[src/rtl/sequencer.sv]
// Multi-cycle control sequencer for the suro-v.2 core: fetch, operand read, execute,
// memory and writeback over a shared memory port and a multi-cycle ALU.
package seq_pkg;
  localparam logic [6:0] OP_LUI    = 7'b0110111;
  localparam logic [6:0] OP_AUIPC  = 7'b0010111;
  localparam logic [6:0] OP_JAL    = 7'b1101111;
  localparam logic [6:0] OP_JALR   = 7'b1100111;
  localparam logic [6:0] OP_BRANCH = 7'b1100011;
  localparam logic [6:0] OP_LOAD   = 7'b0000011;
  localparam logic [6:0] OP_STORE  = 7'b0100011;
  localparam logic [6:0] OP_IMM    = 7'b0010011;
  localparam logic [6:0] OP_OP     = 7'b0110011;
  localparam logic [6:0] OP_SYSTEM = 7'b1110011;

  // Shared encoding for pc_src, maddr_src and rf_src.
  localparam logic [1:0] SRC_PC_PLUS4 = 2'd0;
  localparam logic [1:0] SRC_PC2      = 2'd1;
  localparam logic [1:0] SRC_ALU      = 2'd2;
  localparam logic [1:0] SRC_CNTR     = 2'd3;

  localparam logic SRC_RF  = 1'b0;
  localparam logic SRC_MEM = 1'b1;

  localparam logic [1:0] RN_X0  = 2'd0;
  localparam logic [1:0] RN_RS1 = 2'd1;
  localparam logic [1:0] RN_RS2 = 2'd2;
  localparam logic [1:0] RN_RD  = 2'd3;

  typedef logic [6:0] opcode_t;

  typedef struct packed {
    logic       set_ir;
    logic       set_pc;
    logic       set_pc2;
    logic       set_r1;
    logic       set_r2;
    logic       start;
    logic       alu_a_r1;
    logic       alu_b_r2;
    logic       alu_op;
    logic       memop;
    logic [1:0] pc_src;
    logic [1:0] maddr_src;
    logic [1:0] rf_src;
    logic [1:0] rf_regnum_src;
    logic       r1_src;
  } ctrl_t;

  localparam int CTRL_W = $bits(ctrl_t);
endpackage

module sequencer
  import seq_pkg::*;
(
  input  logic              clk_i,
  input  logic              rst_ni,
  input  logic [6:0]        opcode_i,
  input  logic [2:0]        funct3_i,
  input  logic              done_i,
  input  logic              branch_taken_i,
  input  logic              mem_ack_i,
  output logic [CTRL_W-1:0] ctrl_o,
  output logic              rf_we_o,
  output logic              mem_req_o,
  output logic              mem_we_o,
  output logic              halt_o
);

  typedef enum logic [3:0] {
    S_FETCH, S_RS1, S_RS2, S_EXEC, S_BTGT, S_MEM, S_LDADD, S_WB, S_HALT
  } state_e;

  state_e state_q, state_d;
  logic   redirect_q, redirect_d;
  logic   started_q, started_d;
  logic   active_q;
  ctrl_t  ctrl;
  logic   legal, is_jump;

  assign legal   = opcode_i inside {OP_LUI, OP_AUIPC, OP_JAL, OP_JALR, OP_BRANCH,
                                    OP_LOAD, OP_STORE, OP_IMM, OP_OP, OP_SYSTEM};
  assign is_jump = (opcode_i == OP_JAL) || (opcode_i == OP_JALR);
  assign ctrl_o  = ctrl;

  // active_q holds every output at its default until the first edge after reset release.
  always_ff @(posedge clk_i or negedge rst_ni) begin
    if (!rst_ni) begin
      state_q    <= S_FETCH;
      redirect_q <= 1'b0;
      started_q  <= 1'b0;
      active_q   <= 1'b0;
    end else begin
      state_q    <= state_d;
      redirect_q <= redirect_d;
      started_q  <= started_d;
      active_q   <= 1'b1;
    end
  end

  always_comb begin
    state_d            = state_q;
    redirect_d         = redirect_q;
    started_d          = 1'b0;
    ctrl               = '0;
    ctrl.rf_regnum_src = RN_X0;
    ctrl.maddr_src     = SRC_PC_PLUS4;
    rf_we_o            = 1'b0;
    mem_req_o          = 1'b0;
    mem_we_o           = 1'b0;
    halt_o             = 1'b0;
    if (active_q) begin
      case (state_q)
        S_FETCH: begin
          mem_req_o      = 1'b1;
          ctrl.maddr_src = redirect_q ? SRC_PC2 : SRC_PC_PLUS4;
          ctrl.pc_src    = redirect_q ? SRC_PC2 : SRC_PC_PLUS4;
          if (mem_ack_i) begin
            ctrl.set_ir = 1'b1;
            ctrl.set_pc = 1'b1;
            redirect_d  = 1'b0;
            state_d     = S_RS1;
          end
        end
        S_RS1: begin
          ctrl.rf_regnum_src = (opcode_i == OP_LUI) ? RN_X0 : RN_RS1;
          ctrl.set_r1        = 1'b1;
          ctrl.r1_src        = SRC_RF;
          if (!legal) state_d = S_HALT;
          else begin
            case (opcode_i)
              OP_OP, OP_BRANCH, OP_STORE, OP_LOAD: state_d = S_RS2;
              OP_SYSTEM: state_d = (funct3_i == 3'd0) ? S_HALT : S_WB;
              default:   state_d = S_EXEC;
            endcase
          end
        end
        S_RS2: begin
          ctrl.set_r2        = 1'b1;
          ctrl.rf_regnum_src = (opcode_i == OP_LOAD) ? RN_X0 : RN_RS2;
          state_d            = S_EXEC;
        end
        S_EXEC: begin
          ctrl.start    = !started_q;
          started_d     = 1'b1;
          ctrl.alu_a_r1 = !((opcode_i == OP_AUIPC) || (opcode_i == OP_JAL));
          ctrl.alu_b_r2 = (opcode_i == OP_OP) || (opcode_i == OP_BRANCH);
          ctrl.alu_op   = (opcode_i == OP_OP) || (opcode_i == OP_IMM) || (opcode_i == OP_BRANCH);
          // done is only trusted from the cycle after start.
          if (started_q && done_i) begin
            started_d = 1'b0;
            if ((opcode_i == OP_LOAD) || (opcode_i == OP_STORE)) state_d = S_MEM;
            else if (is_jump) begin
              ctrl.set_pc2 = 1'b1;
              redirect_d   = 1'b1;
              state_d      = S_WB;
            end else if (opcode_i == OP_BRANCH) state_d = branch_taken_i ? S_BTGT : S_FETCH;
            else state_d = S_WB;
          end
        end
        S_BTGT: begin
          ctrl.start = !started_q;
          started_d  = 1'b1;
          if (started_q && done_i) begin
            started_d   = 1'b0;
            ctrl.set_pc = 1'b1;
            ctrl.pc_src = SRC_ALU;
            state_d     = S_FETCH;
          end
        end
        S_MEM: begin
          mem_req_o      = 1'b1;
          ctrl.memop     = 1'b1;
          ctrl.maddr_src = SRC_ALU;
          mem_we_o       = (opcode_i == OP_STORE);
          if (mem_ack_i) begin
            if (opcode_i == OP_STORE) state_d = S_FETCH;
            else begin
              ctrl.set_r1 = 1'b1;
              ctrl.r1_src = SRC_MEM;
              state_d     = S_LDADD;
            end
          end
        end
        S_LDADD: begin
          ctrl.alu_a_r1 = 1'b1;
          ctrl.alu_b_r2 = 1'b1;
          ctrl.start    = !started_q;
          started_d     = 1'b1;
          if (started_q && done_i) begin
            started_d = 1'b0;
            state_d   = S_WB;
          end
        end
        S_WB: begin
          ctrl.rf_regnum_src = RN_RD;
          rf_we_o            = 1'b1;
          ctrl.rf_src        = is_jump ? SRC_PC_PLUS4 :
                               (opcode_i == OP_SYSTEM) ? SRC_CNTR : SRC_ALU;
          state_d            = S_FETCH;
        end
        S_HALT:  halt_o = 1'b1;
        default: state_d = S_HALT;
      endcase
    end
  end

endmodule

[config.mk]
export PLATFORM = sky130hd
export DESIGN_NAME = sequencer
export DESIGN_NICKNAME = d
export VERILOG_FILES = /design/src/rtl/sequencer.sv
export SDC_FILE = /design/constraint.sdc
export NUM_CORES = 1
export LEC_CHECK = 0
export CAP_MARGIN = 20
export CORE_MARGIN = 1.5
export CORE_UTILIZATION = 43
export DETAILED_ROUTE_END_ITERATION = 10
export PLACE_DENSITY = 0.8
export REMOVE_ABC_BUFFERS = 1
export SYNTH_ARGS = -nofsm -noshare
export SYNTH_HDL_FRONTEND = slang
export SYNTH_SLANG_ARGS = --single-unit
[constraint.sdc]
create_clock -name clk_i -period 1.9 [get_ports clk_i]
set_clock_uncertainty 0.15 [all_clocks]
set_input_delay 0.38 -clock clk_i [delete_from_list [all_inputs] [get_ports clk_i]]
set_output_delay 0.38 -clock clk_i [all_outputs]
set_load 0.02 [all_outputs]
==> results.cfg, run 1 <==
[clocking]
cts_buffers = 3
cts_root_buf = clkbuf_4
cts_buffer_depth = 2
cts.sink_count = 7
cts-htree-levels = 1
cts_hold_buf = 0

[synth]
synth.lib_cells_used.distinct = 51
syn_area_sq_um = 917
yosys_register_bits = 7
synthArstFlopShare_pct = 100
netlist_instances = 122
ys.flop_type = dfrtp_1
ys_warn_count = 0
ys_seq_area_share_pct = 19.1
synth_edf_count = 0
synth.avg_cell_area_sq_um = 7.52

[timing]
endpoint_type = top-level output
crit_endpoint = ctrl_o[12]

[status]
status = stopped before the end
error = [ERROR DPL-0038] Utilization greater than 100%, impossible to legalize
haltStage = global routing (5_1_grt)

[placement]
hpwl_um = 2730
place_congestion = 0.918
io_buffers = 37

[die]
die_h_um = 49.2
rows = 16
start_util_pct = 46.3
die-width_um = 49.2
io-pin-count = 38

[grt]
grt_max_degree = 15
per-stage QoR:
step | hold slack (ns) | setup TNS, ns | worst slack [ns] | std cells | instance area, sq um
after floorplan | -0.0656 | -1.91 | -0.452 | 115 | 862
after detailed placement | 0.348 | -13.76 | -0.842 | 222 | 1590
after CTS | 0.234 | -1.89 | -0.182 | 242 | 1900
after global placement | 0.332 | -12.94 | -0.852 | 222 | 1590
synth_stat cells, types with 3 or more instances:
master	n	area, sq um
nand2_1	12	45.0
nor2_1	12	45.0
a21oi_1	7	35.0
dfrtp_1	7	175
nor3_1	7	35.0
inv_1	6	22.5
and3_1	4	25.0
nand2b_1	4	25.0
nand3_1	4	20.0
and2b_1	3	22.5
buf_4	3	22.5
nand4_1	3	18.8
timing repair:
item | in CTS
setup buffers | 16
setup endpoints to repair | 27
pin swaps | 21
resized for setup | 199
endpoints found under the hold margin | 0
cells by family after synthesis:
group,count (synthesis),synth area share (%)
AOI/OAI and AO/OA,31,26.2
DFF,7,19.1
xor gates and xnor gates,2,1.91
other,1,0.409
buffers and inverters,13,8.46
and+or+nand+nor,68,43.9
==> run 2: changes to the inputs <==
--- a/config.mk
+++ b/config.mk
@@ -6,10 +6,10 @@
 export NUM_CORES = 1
 export LEC_CHECK = 0
 export CAP_MARGIN = 20
-export CORE_MARGIN = 1.5
-export CORE_UTILIZATION = 43
+export CORE_AREA = 2 2 63 65
 export DETAILED_ROUTE_END_ITERATION = 10
-export PLACE_DENSITY = 0.8
+export DIE_AREA = 0 0 65 67
+export PLACE_DENSITY_LB_ADDON = 0.15
 export REMOVE_ABC_BUFFERS = 1
 export SYNTH_ARGS = -nofsm -noshare
 export SYNTH_HDL_FRONTEND = slang
==> run 2 against run 1 <==
The flow now finishes, with violations (setup timing). Synthesized cell count did not move. Synthesized area unchanged.
==> results.cfg, run 2 <==
[final_layout]
fin_cells = 267
area.growth.synth_to_final_pct = 118
largest_reg_flops = 4
fillers = 350
final_area_sq_um = 2000
fin_nets = 235
layout_common_cells = buf_4, buf_6, nand2_1, a21oi_1
final_common_cell = buf_4
top_register = state_q
layout-drive-gt1-share_pct = 64.4
diodes = 0

[die]
die-width_um = 65
io-pin-count = 38
start_util_pct = 25.4
rows = 22
core-area_sq_um = 3610
die_h_um = 67
die-area_sq_um = 4360

[clocking]
cts_buffer_depth = 2
cts_root_buf = clkbuf_8
cts_tree = yes
clk_pin_slew_ns = 0.04
cts_buffers = 3
cts-htree-levels = 1
clkLatencyLatePin_ns = 0.23
cts.sink_count = 7

[power]
ir_drop_mv = 0.534
cellPowerDensity_nw_per_um2 = 706
leakage_nw = 0.936

[placement]
postPlaceCellArea_sq_um = 1660
place_congestion = 0.918
hpwl_um = 2740
io_buffers = 37
numPlacedInstances = 249

[synth]
synthArstFlopShare_pct = 100
synth_top_area_share_pct = 19.1
ys.flop_type = dfrtp_1
netlist_instances = 122
yosys_register_bits = 7
synth_area_leaders = dfrtp_1, nand2_1, nor2_1, a21oi_1, nor3_1
ys_seq_area_share_pct = 19.1
ys_warn_count = 0
synth_edf_count = 0
synth.avg_cell_area_sq_um = 7.52
synth_common_cells = nand2_1, nor2_1, a21oi_1, dfrtp_1, nor3_1
synth.largest_area_cell = dfrtp_1
synth.lib_cells_used.distinct = 51
syn_area_sq_um = 917

[detailed_routing]
wl_per_cell_um = 13.5
drc = 0
dr_total_vias = 1317
ant_nets = 0
first_pass_iters = 4
viasPerCell = 4.93
drt-total-wl_um = 3610
drtIter0Drc = 46

[grt]
grt_pass1_wl_um = 5480
grt_overflow = 0
antenna_found_initial = 0
grt_max_degree = 15
grt_pass1_vias = 1225
grtUsageTotal_pct = 16.1

[hold_path]
worstHoldPathType = primary input to asynchronous set/reset pin

[timing]
rsz0062_at_grt = yes
fmax_ghz = 0.489
setup_ws_ns = -0.144
hold_slack_ns = 0.256
period_minus_slack_ns = 2.04
period_share_pct = 108
slew_violations = 0
finalHoldViolCount = 0
setup_violations = 16

[critical_path]
crit_arrival_ns = 1.51
crit_path_start_kind = flop
critical_path_class = flop to output port
crit_start = state_q[3]
slowest_stage = dfrtp_1
worstPathCellList = and2b_2 > nand2_2 > nor4_4 > nand2b_4 > buf_6
crit_fanout = 4
crit_path_end_kind = output port
r2r-start = state_q[0]
max_stage_delay_ns = 0.41
required_ns = 1.37

[status]
status = finished with violations
violations = setup timing

[run]
drv_cap = 0
run 2: critical path, delay by kind of cell, from the launching register on:
family,cells,cell delay (ns)
DFF,1,0.41
buffers and inverters,1,0.11
and+or+nand+nor,4,0.76
run 2: kinds of logic (layout without fill, tap and decap cells):
kind of cell / Yosys count / in the layout / synth area share, %
compound gates: 31 / 31 / 26.2
xor+xnor: 2 / 2 / 1.91
buf+inv: 13 / 110 / 8.46
flops: 7 / 7 / 19.1
other cells: 1 / 1 / 0.409
simple gates: 68 / 68 / 43.9
run 2: timing repair:
action,in CTS,in global routing
pin swaps,27,8
hold buffers,0,0
resized for setup,176,33
buffers inserted,9,5
gates cloned,0,0
setup endpoints to repair,27,26
run 2: worst paths after layout:
kind	to	slack [ns]	cells past startpoint
max in group asynchronous	state_q[0]	1.09	1
min	state_q[1]	0.26	1
min in group clk_i	redirect_q	0.37	1
max reg2reg	state_q[1]	0.08	7
max	ctrl_o[17]	-0.14	5
min reg2reg	redirect_q	0.37	1
run 2: stage by stage:
| step | power [mW] | utilization (%) | TNS [ns] | setup WS, ns |
|---|---|---|---|---|
| 6_report | 1.41 | 55.4 | -1.22 | -0.144 |
| 5_1_grt | 1.50 | 55.4 | -2.37 | -0.229 |
| 4_1_cts | 1.29 | 51.6 | -1.27 | -0.158 |
| 3_5_place_dp | 0.945 | 46.0 | -14.01 | -0.858 |
| 3_3_place_gp | 0.935 | 46.0 | -13.63 | -0.852 |
| 2_1_floorplan | 0.531 | - | -1.91 | -0.452 |
run 2: power by group:
part	total (mW)	switching (mW)	internal, mW
Combinational	0.990	0.444	0.546
Clock	0.212	0.0699	0.142
Sequential	0.208	0.0309	0.177
Total	1.41	0.545	0.865
run 2: layout make-up:
| class | count | area [sq um] | share of cell area [%] |
|---|---|---|---|
| clock buffer | 3 | 41.3 | 2.07 |
| clock inverter | 1 | 5.00 | 0.251 |
| inverter | 6 | 22.5 | 1.13 |
| multi-input combinational | 102 | 852 | 42.7 |
| sequential | 7 | 176 | 8.83 |
| tap | 48 | 60.1 | 3.01 |
| timing repair buffer | 100 | 840 | 42.0 |
run 2: layer usage:
| layer | up-vias | share of wire, % | global-route usage (%) |
|---|---|---|---|
| li1 | 644 | - | - |
| met1 | 619 | 44 | 20.6 |
| met2 | 50 | 50 | 28.1 |
| met3 | 4 | 5.6 | 3.04 |
| met4 | 0 | 0.50 | 2.93 |
| met5 | - | 0 | 0 |
Note: power is estimated with default switching activity, not from simulation.
